File: src/rtl/fpgaudio_pkg.sv
// Shared FPGAudio definitions: control-unit state codes and song-word constants.
// Song words are packed {nota, duracao}, nota in the upper bits.
package fpgaudio_pkg;

   typedef enum logic [3:0] {
      INICIAL          = 4'd0,
      ZERA             = 4'd1,
      ESPERA           = 4'd2,
      MEDE             = 4'd3,
      GRAVA            = 4'd4,
      INCREMENTA       = 4'd5,
      GRAVA_FIM        = 4'd6,
      FIM              = 4'd7,
      GRAVA_PAUSA      = 4'd8,
      INCREMENTA_PAUSA = 4'd9
   } estado_t;

   // Replicated across the nota field: all ones marks end of song, all zeros a rest.
   localparam logic END_MARKER_NOTA_BIT = 1'b1;
   localparam logic PAUSA_NOTA_BIT      = 1'b0;

endpackage

File: src/rtl/contador_duracao.sv
// Saturating metronome-tick counter; o_proxima is the value the counter takes at
// the next edge, so a tick arriving on the closing cycle is already included.
module contador_duracao #(
   parameter int DUR_W = 4
) (
   input  logic             i_clock,
   input  logic             i_reset,
   input  logic             i_zera,
   input  logic             i_conta,
   input  logic             i_tick,
   output logic [DUR_W-1:0] o_proxima
);

   logic [DUR_W-1:0] r_cont;

   always_comb begin
      o_proxima = r_cont;
      if (i_zera)
         o_proxima = '0;
      else if (i_conta && i_tick && (r_cont != '1))
         o_proxima = r_cont + 1'b1;
   end

   always_ff @(posedge i_clock) begin
      if (!i_reset)
         r_cont <= '0;
      else
         r_cont <= o_proxima;
   end

endmodule

File: src/rtl/modo2_gravador.sv
// Mode-2 recorder: writes {nota, duracao} words and an end marker into song RAM.
// Define GRAVA_PAUSAS_EN to also record rest words for silence between notes.
module modo2_gravador
   import fpgaudio_pkg::*;
#(
   parameter int ADDR_W = 6,
   parameter int NOTA_W = 4,
   parameter int DUR_W  = 4
) (
   input  logic                    clock,
   input  logic                    reset,
   input  logic                    iniciar,
   input  logic                    press_enter,
   input  logic                    nota_feita,
   input  logic [NOTA_W-1:0]       nota,
   input  logic                    tick_metro,
   output logic                    gravaM,
   output logic [ADDR_W-1:0]       mem_addr,
   output logic [NOTA_W+DUR_W-1:0] mem_wdata,
   output logic [ADDR_W-1:0]       num_notas,
   output logic                    cheio,
   output logic                    fim_gravacao,
   output logic [3:0]              db_estado
);

   estado_t                 r_estado;
   logic [ADDR_W-1:0]       r_addr;
   logic [NOTA_W-1:0]       r_nota;
   logic                    r_enter;
   logic [DUR_W-1:0]        w_dur;
   logic [DUR_W-1:0]        w_dur_gravar;
   logic [ADDR_W-1:0]       w_addr_inc;
   logic                    w_ultimo;
   logic [NOTA_W+DUR_W-1:0] w_marcador;

   contador_duracao #(.DUR_W(DUR_W)) u_dur (
      .i_clock   (clock),
      .i_reset   (reset),
      .i_zera    (r_estado != MEDE),
      .i_conta   (r_estado == MEDE),
      .i_tick    (tick_metro),
      .o_proxima (w_dur)
   );

`ifdef GRAVA_PAUSAS_EN
   logic [DUR_W-1:0] w_pausa;

   contador_duracao #(.DUR_W(DUR_W)) u_pausa (
      .i_clock   (clock),
      .i_reset   (reset),
      .i_zera    (r_estado != ESPERA),
      .i_conta   (r_estado == ESPERA),
      .i_tick    (tick_metro),
      .o_proxima (w_pausa)
   );
`endif

   always_comb begin
      w_dur_gravar = (w_dur == '0) ? {{(DUR_W-1){1'b0}}, 1'b1} : w_dur;
      w_addr_inc   = r_addr + 1'b1;
      w_ultimo     = (w_addr_inc == '1);
      w_marcador   = {{NOTA_W{END_MARKER_NOTA_BIT}}, {DUR_W{1'b0}}};
   end

   assign db_estado = r_estado;

   // Outputs are loaded on the transition into a state so they line up with it.
   always_ff @(posedge clock) begin
      if (!reset) begin
         r_estado     <= INICIAL;
         r_addr       <= '0;
         r_nota       <= '0;
         r_enter      <= 1'b0;
         gravaM       <= 1'b0;
         mem_addr     <= '0;
         mem_wdata    <= '0;
         num_notas    <= '0;
         cheio        <= 1'b0;
         fim_gravacao <= 1'b0;
      end else begin
         gravaM <= 1'b0;
         case (r_estado)
            INICIAL: if (iniciar) r_estado <= ZERA;
            ZERA: begin
               r_addr    <= '0;
               num_notas <= '0;
               cheio     <= 1'b0;
               r_enter   <= 1'b0;
               r_estado  <= ESPERA;
            end
            ESPERA: begin
               if (press_enter || nota_feita) begin
                  r_enter <= press_enter;
                  if (!press_enter) r_nota <= nota;
`ifdef GRAVA_PAUSAS_EN
                  if (w_pausa != '0) begin
                     gravaM    <= 1'b1;
                     mem_addr  <= r_addr;
                     mem_wdata <= {{NOTA_W{PAUSA_NOTA_BIT}}, w_pausa};
                     r_estado  <= GRAVA_PAUSA;
                  end else
`endif
                  if (press_enter) begin
                     gravaM    <= 1'b1;
                     mem_addr  <= r_addr;
                     mem_wdata <= w_marcador;
                     r_estado  <= GRAVA_FIM;
                  end else begin
                     r_estado  <= MEDE;
                  end
               end
            end
            MEDE: begin
               if (press_enter) r_enter <= 1'b1;
               if (!nota_feita || press_enter) begin
                  gravaM    <= 1'b1;
                  mem_addr  <= r_addr;
                  mem_wdata <= {r_nota, w_dur_gravar};
                  r_estado  <= GRAVA;
               end
            end
            GRAVA: r_estado <= INCREMENTA;
            INCREMENTA: begin
               r_addr    <= w_addr_inc;
               num_notas <= num_notas + 1'b1;
               if (w_ultimo || r_enter) begin
                  cheio     <= w_ultimo;
                  gravaM    <= 1'b1;
                  mem_addr  <= w_addr_inc;
                  mem_wdata <= w_marcador;
                  r_estado  <= GRAVA_FIM;
               end else begin
                  r_estado  <= ESPERA;
               end
            end
`ifdef GRAVA_PAUSAS_EN
            GRAVA_PAUSA: r_estado <= INCREMENTA_PAUSA;
            INCREMENTA_PAUSA: begin
               r_addr <= w_addr_inc;
               if (w_ultimo || r_enter) begin
                  cheio     <= w_ultimo;
                  gravaM    <= 1'b1;
                  mem_addr  <= w_addr_inc;
                  mem_wdata <= w_marcador;
                  r_estado  <= GRAVA_FIM;
               end else begin
                  r_estado  <= MEDE;
               end
            end
`endif
            GRAVA_FIM: begin
               fim_gravacao <= 1'b1;
               r_estado     <= FIM;
            end
            FIM: begin
               if (iniciar) begin
                  fim_gravacao <= 1'b0;
                  r_estado     <= ZERA;
               end
            end
            default: r_estado <= INICIAL;
         endcase
      end
   end

endmodule

File: config.mk
export PLATFORM = sky130hd
export DESIGN_NAME = modo2_gravador
export DESIGN_NICKNAME = d
export VERILOG_FILES = /design/src/rtl/fpgaudio_pkg.sv /design/src/rtl/contador_duracao.sv /design/src/rtl/modo2_gravador.sv
export SDC_FILE = /design/constraint.sdc
export NUM_CORES = 1
export LEC_CHECK = 0
export BUFFER_PORTS_ARGS = -buffer_cell sky130_fd_sc_hd__clkbuf_2
export CORE_MARGIN = 1
export CORE_UTILIZATION = 50
export CTS_BUF_LIST = sky130_fd_sc_hd__clkbuf_4 sky130_fd_sc_hd__clkbuf_8 sky130_fd_sc_hd__clkbuf_16
export CTS_CLUSTER_SIZE = 40
export DETAILED_ROUTE_END_ITERATION = 8
export PLACE_DENSITY = 0.71
export REMOVE_ABC_BUFFERS = 1
export SLEW_MARGIN = 30
export SYNTH_ARGS = -nofsm -noshare
export SYNTH_HDL_FRONTEND = slang
export SYNTH_SLANG_ARGS = --single-unit
File: constraint.sdc
create_clock -name clock -period 1.6 [get_ports clock]
set_input_delay 0.32 -clock clock [delete_from_list [all_inputs] [get_ports clock]]
set_output_delay 0.32 -clock clock [all_outputs]
set_load 0.02 [all_outputs]
==> impl_results.md, run 1 <==
- Maxcap violations: 0
- Post-route DRC: 0
- Post-Syn Area: 2080 sq um
- Final worst hold slack: 0.255 ns
- Clk network pwr share: 25.0%
- RePlAce Congestion: 0.790
- Worst-skew pair later-pin latency: 0.29 ns
- Number of global-route vias before repair: 1,631
- Syn Inst Count: 243
- Pwr/cell area: 991 nW/um^2
- Violated checks: setup timing
- Worst setup EP type: flop
- Yosys warning count: 0
- Run status: complete, but fails checks
- H-tree depth: 2
- Port bufs: 35
- Clock root cell: clkbuf_8
- Pre-Repair DR Iteration Count: 4
- Clock sink total: 41
- Worst hold path class: in -> reg
- TritonCTS buffer count: 5
- Fmax: 590 MHz
- Fillers: 344
- Worst Skew: 0.00403 ns
- Drt initial violations: 125
- Met1 Track Usage GR: 29.7%
- Internal power: 1750 uW
- Width of the die: 66.5 um
- Placement row count: 23
- CTS Buffer Depth: 2
- Hold-fix buffers at CTS: 0
- CP cell instances: buf_6 -> and4_4 -> and3b_4 -> o221a_1 -> buf_6 -> nor3_2 -> a211oi_2
- Crit-path max cell delay: 0.36 ns
- GR peak layer: met2
- Synth area leaders: dfxtp_1 (39%), nand2_1 (5.2%), a21oi_1 (4.6%), nor2_1 (3.4%), o21ai_0 (3.4%)
- Clk pin slew, worst setup/hold paths: 0.08 ns
- Starting density of the core: 52.0%
- First-pass GRT wire length: 7490 um
- Worst Path Max Fanout: 7
- Setup-failing EPs final: 13
- Placed cells: 338
- Die Area: 4430 sq um
- Asr flop ratio synth: 0%
- Total Routing Usage GR: 22.5%
- Flip-flop and latch area: 830 sq um
- Sw Pwr: 898 uW
- Largest net degree at the start of global routing: 14
- Startpoint Class: flop
- Switching Share: 33.9%
- Post-synth EDFFs: 0
- GR Util met3: 5.31%
- Area growth, synth to finish: 28.4%
- Mean Syn Cell Area: 8.57 sq um
- Placeable Area: 4000 sq um
- Fin cells: 352
- Critical path class: reg -> reg
- Final Cycle Share: 106%
- Slew Limit Fails: 0
- Slowest CP cell: dfxtp_2
- RSZ-0062 raised after global routing: true
- # IOs: 37
- Die height: 66.5 um
- Power Total: 2650 uW
- Area share of the largest cell type after synthesis: 39.4%
- Sequential power share: 43.9%
- Final #Nets: 316
- Crit-path leading delay family: simple AND/OR/NAND/NOR gates
- ANT cells: 0
- Initial antenna violation count: 0
- Worst IR Drop VDD: 0.698 mV
- Arrival time of the worst setup path: 1.91 ns
- Primary FF master, synth: dfxtp_1
- TritonCTS clock tree: built
- Most numerous cell in the Yosys netlist: dfxtp_1
- Antenna Nets Post-Route: 0
- Fin crit period: 1.70 ns
- Final Worst Setup Slack: -0.0953 ns
- Met2 GRT Util: 35.6%
- Gate power share: 31.1%
- Lkg Pwr: 0.00114 uW
- Vias: 1,905
- Dpl hpwl: 3280 um
- Area occupied by multi-input gates: 1220 sq um
- Largest area contributor in the netlist: dfxtp_1
- Share of post-route cells with drive strength above 1: 36.1%
- Final wirelength: 4770 um
- DR vias/cell: 5.41
- Post-synth cell types: 51
- Grt ovf: 0
- Final Hold Viols: 0
- Register area share after synthesis: 39.4%
- Crit-path most repeated cell: buf_6
- Worst EP required: 1.82 ns
- Seq cells post-synth: 41
- Most frequent cells after synthesis: dfxtp_1 (41), nand2_1 (29), a21oi_1 (19), nor2_1 (19), o21ai_0 (14)
- Drt wl/cell: 13.6 um
- CP Buf/Inv Count: 2
what timing repair did:
item | CTS | global route
setup buffers | 3 | 2
gates resized for setup | 16 | 12
endpoints found under the setup margin | 14 | 17
gates cloned | 1 | 0
pin swaps | 4 | 9
layout make-up:
| class | instances | area share (%) |
|---|---|---|
| Timing Repair Buffer | 68 | 16.7 |
| Tap cell | 50 | 2.34 |
| Clock buffer | 5 | 2.57 |
| Clock inverter | 3 | 0.655 |
| Multi-Input combinational cell | 179 | 45.7 |
| Inverter | 6 | 0.936 |
| Sequential cell | 41 | 31.0 |
tightest hold or removal path: stages:
cell and delay [ns]:
clkbuf_2 0.08, nand3_1 0.05, a21oi_1 0.05
logic make-up after synthesis:
family	synth area share, %
and+or+nand+nor	24.7
AOI/OAI and AO/OA	21.4
DFF	39.4
buffers and inverters	5.95
xor gates and xnor gates	3.37
adders and majority gates	3.00
muxes	1.98
other	0.180
path summary, 6_finish.rpt:
path                     start           end  slack (ns)  cells past startpoint
setup / recovery     r_addr[1]   mem_addr[4]        -0.1                      7
setup reg to reg     r_addr[1]   mem_addr[4]        -0.1                      7
hold / removal         nota[2]     r_nota[2]        0.26                      3
hold reg to reg   mem_wdata[3]  mem_wdata[3]        0.45                      2
metal layers:
layer | vias to the layer above | share of wire [%]
met5 | - | 0
met4 | 0 | 1.3
met3 | 5 | 3.8
met2 | 38 | 48
met1 | 888 | 47
li1 | 974 | -
layout by cell type, fill, tap and decap left out, types with 4 or more instances in the layout:
cell	synthesis	final
buf_4	3	29
nor3_2	1	5
a21oi_1	19	19
xor2_1	5	5
inv_1	6	5
nand3_1	13	13
a211oi_2	5	5
nand2_1	29	28
nor2b_1	5	5
nand2b_1	5	4
o21ai_1	3	5
o221a_2	4	4
nor3_1	11	6
clkbuf_2	0	35
nor2_1	19	19
clkbuf_8	0	5
dfxtp_1	41	38
o21ai_0	14	12
metrics by stage:
stage          area [sq um]  worst slack, ns  setup TNS [ns]  util (%)
2_1_floorplan          1980           -0.255           -3.07         -
3_3_place_gp           2430          -0.0448          -0.407      60.8
3_5_place_dp           2430          -0.0689          -0.609      60.8
4_1_cts                2610          -0.0676          -0.579      65.3
5_1_grt                2670           -0.147           -1.48      66.8
6_report               2670          -0.0953          -0.558      66.8
registers in the layout, indices dropped and copies added (netlist names):
name,cells
cheio,1
r_addr,6
r_nota,4
u_dur.r_cont,4
fim_gravacao,1
mem_addr,6
gravaM,1
r_enter,1
mem_wdata,8
db_estado,3
num_notas,6
power by group through the flow:
stage,registers [uW],logic [uW],clock network [uW]
final,1160,823,663
after global routing,1170,899,725
after CTS,1160,799,682
after detailed placement,1180,785,0
after global placement,1190,771,0
after floorplan,1300,327,0
Note: power is estimated with default switching activity, not from simulation.
==> run 2: changes to the inputs <==
--- a/config.mk
+++ b/config.mk
@@ -13,7 +13,7 @@
 export DETAILED_ROUTE_END_ITERATION = 8
 export PLACE_DENSITY = 0.71
 export REMOVE_ABC_BUFFERS = 1
-export SLEW_MARGIN = 30
 export SYNTH_ARGS = -nofsm -noshare
 export SYNTH_HDL_FRONTEND = slang
+export SYNTH_HIERARCHICAL = 1
 export SYNTH_SLANG_ARGS = --single-unit
==> constraint.sdc (replaced) <==
create_clock -name clock -period 1.6 [get_ports clock]
set_input_delay 0.08 -clock clock [delete_from_list [all_inputs] [get_ports clock]]
set_output_delay 0.08 -clock clock [all_outputs]
set_load 0.02 [all_outputs]
==> run 2 against run 1 <==
Against the previous run: the run still ends with setup timing left; cell area about the same; clock power up 13%; critical endpoint is now mem_wdata[0]; via count down 4.1%; maximum frequency up 4.9%; wire length down 6.3%; total power down 9.0%; core utilization down 0.45 points; highest routed layer unchanged; synthesized cell count down 2.1%.
==> impl_results.md, run 2 <==
- Maxcap violations: 0 (unchanged)
- Final Hold Viols: 0 (unchanged)
- Largest register FFs: 8 (unchanged)
- ANT cells: 0 (unchanged)
- Largest net degree at the start of global routing: 23 (+9)
- Hold Startpoint: nota[0]
- Placed cells: 335 (-0.89%)
- Most frequent cells in the layout: dfxtp_1 (36), clkbuf_2 (35), nand2_1 (31), buf_4 (28), o21ai_0 (20)
- Number of global-route vias before repair: 1,632 (+0.061%)
- Slew Limit Fails: 0 (unchanged)
- Fillers: 351 (+2.0%)
- Final wirelength: 4470 um (-6.3%)
- Area share of the largest cell type after synthesis: 38.8% (-0.61 points)
- # IOs: 37 (unchanged)
- Dpl hpwl: 3040 um (-7.3%)
- Register area share after synthesis: 38.8% (-0.61 points)
- TritonCTS buffer count: 5 (unchanged)
- Placeable Area: 4030 sq um (+0.72%)
- CTS Buffer Depth: 2 (unchanged)
- Mean Syn Cell Area: 8.88 sq um (+3.7%)
- Worst Skew: 0.00851 ns (+0.00449 ns)
- Clk pin slew, worst setup/hold paths: 0.08 ns (about the same)
- Largest area contributor in the netlist: dfxtp_1
- First-pass GRT wire length: 7120 um (-5.0%)
- Grt ovf: 0 (unchanged)
- Yosys warning count: 6 (+6)
- Most numerous cell in the Yosys netlist: dfxtp_1
- Drt initial violations: 71 (-43%)
- Clock sink total: 41 (unchanged)
- Die Area: 4490 sq um (+1.5%)
- Final Worst Setup Slack: -0.0163 ns (+0.0791 ns)
- R2R Path Start: u_dur/r_cont[1]
- Post-synth EDFFs: 0 (unchanged)
- Worst Hold Endpoint: r_nota[0]
- RePlAce Congestion: 0.868 (+10%)
- Worst IR Drop VDD: 0.467 mV (-33%)
- Initial antenna violation count: 0 (unchanged)
- Fin crit period: 1.62 ns (-0.0791 ns)
- Critical path class: reg -> reg
- Vias: 1,826 (-4.1%)
- Biggest register: mem_wdata
- Starting density of the core: 52.5% (+0.44 points)
- Violated checks: setup timing
- Asr flop ratio synth: 0% (unchanged)
- Fin cells: 345 (-2.0%)
- Reg2reg setup slack: -0.02 ns (+0.08 ns)
- Most frequent cells after synthesis: dfxtp_1 (41), nand2_1 (32), o21ai_0 (21)
- Pre-CTS setup slack: -0.0663 ns (+0.00260 ns)
- Post-synth cell types: 50 (-2.0%)
- Setup-failing EPs final: 2 (-11)
- Port bufs: 35 (unchanged)
- Worst hold path class: in -> reg
- Lkg Pwr: 0.00115 uW (+0.18%)
- Worst-skew pair later-pin latency: 0.29 ns (about the same)
- Primary FF master, synth: dfxtp_1
- Total Routing Usage GR: 21.1% (-1.5 points)
- Worst EP required: 1.78 ns (-0.04 ns)
- Pwr/cell area: 901 nW/um^2 (-9.1%)
- Worst Path Max Fanout: 4 (-3)
- DR vias/cell: 5.29 (-2.2%)
- Startpoint Class: flop
- Final worst hold slack: 0.0316 ns (-0.224 ns)
- Most common library cell in the layout ignoring fill and taps: dfxtp_1
- Share of post-route cells with drive strength above 1: 34.2% (-1.9 points)
- Clock root cell: clkbuf_8
- RSZ-0062 raised after global routing: true
- Final #Nets: 309 (-2.2%)
- Area growth, synth to finish: 26.4%
- Drt wl/cell: 13.0 um (-4.4%)
- Pre-Repair DR Iteration Count: 4 (unchanged)
- Reg2Reg Depth: 7 (unchanged)
- Fmax: 619 MHz (+4.9%)
- Seq cells post-synth: 41 (unchanged)
- Post-Syn Area: 2110 sq um (+1.6%)
- Hold Path Cell Cnt: 3 (unchanged)
- Setup tns final: -0.0297 ns (+0.529 ns)
- Synth area leaders: dfxtp_1 (39%), mux2i_1 (6.6%), nand2_1 (5.7%), o21ai_0 (5.0%), nand3_1 (3.3%)
- Arrival time of the worst setup path: 1.79 ns (-0.12 ns)
- Final Cycle Share: 101% (-4.9 points)
- Placement row count: 23 (unchanged)
- Width of the die: 67.0 um (+0.75%)
- TritonCTS clock tree: built
- R2r endpoint: mem_wdata[0]
- H-tree depth: 2 (unchanged)
- Run status: complete, but fails checks
- Die height: 67.0 um (+0.75%)
- Power Total: 2410 uW (-9.0%)
- Syn Inst Count: 238 (-2.1%)
- Post-route DRC: 0 (unchanged)
- Worst setup EP type: flop
- Antenna Nets Post-Route: 0 (unchanged)
-- run 2: layer usage --
layer	GRT usage (%)	vias up	routed length, um
met5	0	-	0
met4	5.59	0	43
met3	5.14	5	114
met2	36.9	27	2240
met1	25.2	847	2070
li1	-	947	-
-- run 2: stage by stage --
| step | utilization [%] | cell area (sq um) |
|---|---|---|
| finish | 66.4 | 2670 |
| global route | 66.4 | 2670 |
| CTS | 64.5 | 2600 |
| detailed placement | 61.4 | 2470 |
| global placement | 61.4 | 2470 |
| floorplan | - | 2010 |
-- run 2: cell families after synthesis --
logic type	Yosys count	share of synthesized area, %
and+or+nand+nor	91	24.0
AOI/OAI and AO/OA	58	18.8
DFF	41	38.8
buffers and inverters	22	5.80
muxes	14	6.63
xor gates and xnor gates	6	2.84
adders and majority gates	5	2.96
other	1	0.177
-- run 2: worst max path at each step --
stage / start / endpoint / slack [ns] / depth (start not counted)
6_report: u_dur/r_cont[1] / mem_wdata[0] / -0.02 / 7
5_1_grt: db_estado[1] / mem_wdata[0] / -0.11 / 9
4_1_cts: db_estado[1] / mem_wdata[0] / -0.03 / 9
3_5_place_dp: r_addr[1] / gravaM / -0.07 / 6
3_3_place_gp: r_addr[1] / gravaM / 0.0002 / 6
2_1_floorplan: db_estado[1] / mem_wdata[0] / -0.83 / 9
-- run 2: layout make-up --
class | instances | area (sq um) | share of cell area [%]
inverter | 6 | 22.5 | 0.842
multi-input combinational | 175 | 1240 | 46.4
tap | 50 | 62.6 | 2.34
clock buffer | 7 | 96.3 | 3.60
timing repair buffer | 65 | 417 | 15.6
clock inverter | 1 | 5.00 | 0.187
sequential | 41 | 830 | 31.0
-- run 2: critical path, stage by stage, from the launching register on --
cell      delay [ns]
dfxtp_4         0.38
ha_2            0.19
and4b_1         0.21
and3_4          0.20
nor3_4          0.19
nor3_2          0.07
o211ai_1        0.19
mux2i_1         0.09
-- run 2: power breakdown --
part,internal (uW),total [uW],switching (uW),leakage [uW]
clock,390,751,361,0.0000542
sequential,1060,1100,32.5,0.000334
combinational,241,561,320,0.000759
total,1700,2410,713,0.00115
-- run 2: what timing repair did --
item / 4_1_cts / 5_1_grt
setup buffers: 0 / 2
setup endpoints to repair: 15 / 12
resized for setup: 7 / 15
hold buffers: 0 / 0
pin swaps: 2 / 6
==> run 3: changes to the inputs <==
--- a/config.mk
+++ b/config.mk
@@ -7,11 +7,11 @@
 export LEC_CHECK = 0
 export BUFFER_PORTS_ARGS = -buffer_cell sky130_fd_sc_hd__clkbuf_2
 export CORE_MARGIN = 1
-export CORE_UTILIZATION = 50
+export CORE_UTILIZATION = 59
 export CTS_BUF_LIST = sky130_fd_sc_hd__clkbuf_4 sky130_fd_sc_hd__clkbuf_8 sky130_fd_sc_hd__clkbuf_16
 export CTS_CLUSTER_SIZE = 40
 export DETAILED_ROUTE_END_ITERATION = 8
-export PLACE_DENSITY = 0.71
+export PLACE_DENSITY = 0.79
 export REMOVE_ABC_BUFFERS = 1
 export SYNTH_ARGS = -nofsm -noshare
 export SYNTH_HDL_FRONTEND = slang
==> constraint.sdc (replaced) <==
create_clock -name clock -period 2 [get_ports clock]
set_input_delay 0.1 -clock clock [delete_from_list [all_inputs] [get_ports clock]]
set_output_delay 0.1 -clock clock [all_outputs]
set_load 0.02 [all_outputs]
==> run 3 against run 2 <==
Against the previous run: the run now ends clean; non-clock buffer count shrank 15; hold slack better by 0.094 ns; global-route usage grew 2.8 points; largest power group unchanged; sequential power fell by 21%; sequential cell count unchanged; register-to-register slack improved by 0.22 ns; sequential share of layout area up 2.8 points; largest cell class unchanged.
==> impl_results.md, run 3 (synthesis gave the netlist of run 2 again) <==
- CP cell instances: ha_1 -> xnor2_1 -> nor3_2 -> a221oi_4 -> buf_4 -> mux2i_1
- Reg2Reg Depth: 6 (-1)
- Total Routing Usage GR: 23.8% (+2.8 points)
- Worst hold path class: in -> reg
- # IOs: 37 (unchanged)
- Placement row count: 21 (-8.7%)
- Crit-path max cell delay: 0.45 ns (+0.07 ns)
- Grt ovf: 0 (unchanged)
- Most frequent cells in the layout: dfxtp_1 (41), clkbuf_2 (35), nand2_1 (32), o21ai_0 (21)
- Clock root cell: clkbuf_4
- Worst setup EP type: flop
- Die height: 61.9 um (-7.7%)
- R2r endpoint: mem_wdata[2]
- Width of the die: 61.9 um (-7.7%)
- Slew @ Worst Pin: 0.548 ns
- Worst IR Drop VDD: 0.551 mV (+18%)
- Worst-skew pair later-pin latency: 0.35 ns (+0.06 ns)
- TritonCTS clock tree: built
- Share of post-route cells with drive strength above 1: 23.9% (-10 points)
- Die Area: 3830 sq um (-15%)
- Largest net degree at the start of global routing: 32 (+39%)
- Power Total: 1700 uW (-29%)
- Run status: completed
- Worst Skew: 0.0115 ns (+0.00303 ns)
- Pre-Repair DR Iteration Count: 4 (unchanged)
- Slew margin rel.: 63.5%
- Dpl hpwl: 2870 um (-5.7%)
- Area growth, synth to finish: 14.7%
- H-tree depth: 2 (unchanged)
- Lkg Pwr: 0.00104 uW (-9.0%)
- Starting density of the core: 62.4% (+9.9 points)
- Number of global-route vias before repair: 1,538 (-5.8%)
- Port bufs: 35 (unchanged)
- Placeable Area: 3390 sq um (-16%)
- Hold Startpoint: iniciar
- Largest register FFs: 8 (unchanged)
- Post-route DRC: 0 (unchanged)
- Final Hold Viols: 0 (unchanged)
- Worst Path Max Fanout: 10 (+6)
- DR vias/cell: 5.44 (+2.9%)
- Post-CTS Setup Repair Bufs: 0 (unchanged)
- Post-CTS Resized: 0 (-7)
- Initial antenna violation count: 0 (unchanged)
- Design Area, Final: 2420 sq um (-9.3%)
- Arrival time of the worst setup path: 2.09 ns (+0.30 ns)
- Fillers: 270 (-23%)
- Fmax: 555 MHz (-10%)
- CTS Buffer Depth: 2 (unchanged)
- Fin crit period: 1.80 ns (+0.184 ns)
- Drt initial violations: 79 (+11%)
- Critical path class: reg -> reg
- Final worst hold slack: 0.126 ns (+0.0944 ns)
- Hold Path Cell Cnt: 4 (+1)
- Startpoint Class: flop
- Reg2reg setup slack: 0.20 ns (+0.22 ns)
- R2R Path Start: r_addr[1]
- TritonCTS buffer count: 5 (unchanged)
- Setup-failing EPs final: 0 (-2)
- Worst EP required: 2.29 ns (+0.51 ns)
- Final #Nets: 294 (-4.9%)
- Clk pin slew, worst setup/hold paths: 0.12 ns (+0.04 ns)
- Clock sink total: 41 (unchanged)
- Drt wl/cell: 12.5 um (-3.6%)
- Vias: 1,775 (-2.8%)
- First-pass GRT wire length: 6590 um (-7.5%)
- Final wirelength: 4070 um (-8.9%)
- Placed cell areas: 2330 sq um (-5.9%)
- Slowest CP cell: dfxtp_1
- Worst Hold Endpoint: db_estado[2]
- Biggest register: mem_wdata
- ANT cells: 0 (unchanged)
- Most common library cell in the layout ignoring fill and taps: dfxtp_1
- RSZ-0062 raised after global routing: false
- RePlAce Congestion: 0.782 (-9.9%)
- Slew Limit Fails: 0 (unchanged)
- Antenna Nets Post-Route: 0 (unchanged)
- Final Cycle Share: 90.0% (-11 points)
- Pwr/cell area: 701 nW/um^2 (-22%)
- Maxcap violations: 0 (unchanged)
run 3: power by group:
group / internal, uW / leakage (uW) / switching (uW)
Combinational: 166 / 0.000677 / 250
Sequential: 851 / 0.000331 / 20.0
Clock: 148 / 0.0000354 / 265
Total: 1160 / 0.00104 / 535
run 3: repair_timing:
action / CTS / global route
setup endpoints to repair: 0 / 0
hold buffers: 4 / 0
hold endpoints to repair: 4 / 0
run 3: cell type report:
cell class	count	area [sq um]	area share, %
Clock inverter	2	10.0	0.413
Clock buffer	6	45.0	1.86
Inverter	6	22.5	0.929
Multi-Input combinational cell	175	1170	48.3
Tap cell	46	57.6	2.37
Timing Repair Buffer	50	298	12.3
Sequential cell	41	821	33.8
run 3: worst max-delay path: cells and delay by family (launching register included):
kind,cells,cell delay [ns]
AOI/OAI and AO/OA,1,0.30
xor gates and xnor gates,1,0.16
adders and majority gates,1,0.28
buffers and inverters,1,0.27
DFF,1,0.45
muxes,1,0.20
and+or+nand+nor,1,0.09
run 3: how the worst max path moves through the flow:
stage | cells past startpoint | to | slack [ns] | from
finish | 6 | mem_wdata[2] | 0.20 | r_addr[1]
global route | 9 | mem_wdata[0] | 0.008 | db_estado[1]
CTS | 6 | mem_wdata[2] | 0.17 | r_addr[1]
detailed placement | 6 | mem_wdata[2] | 0.20 | r_addr[1]
global placement | 6 | mem_addr[0] | 0.25 | r_addr[1]
floorplan | 9 | mem_wdata[0] | -0.43 | db_estado[1]
run 3: per-layer routing:
layer / track usage, % / up-vias / routed length, um
met1: 29.4 / 814 / 1900
met2: 39.3 / 43 / 1970
li1: - / 916 / -
met3: 9.32 / 2 / 179
met5: 0 / - / 0
met4: 5.40 / 0 / 21
run 3: through the flow:
stage	util [%]	TNS, ns	setup WS (ns)	std cells
floorplan	-	-1.80	-0.433	222
global placement	68.7	0	0.248	314
detailed placement	68.7	0	0.199	314
CTS	71.5	0	0.175	326
global route	71.5	0	0.00770	326
finish	71.5	0	0.200	326
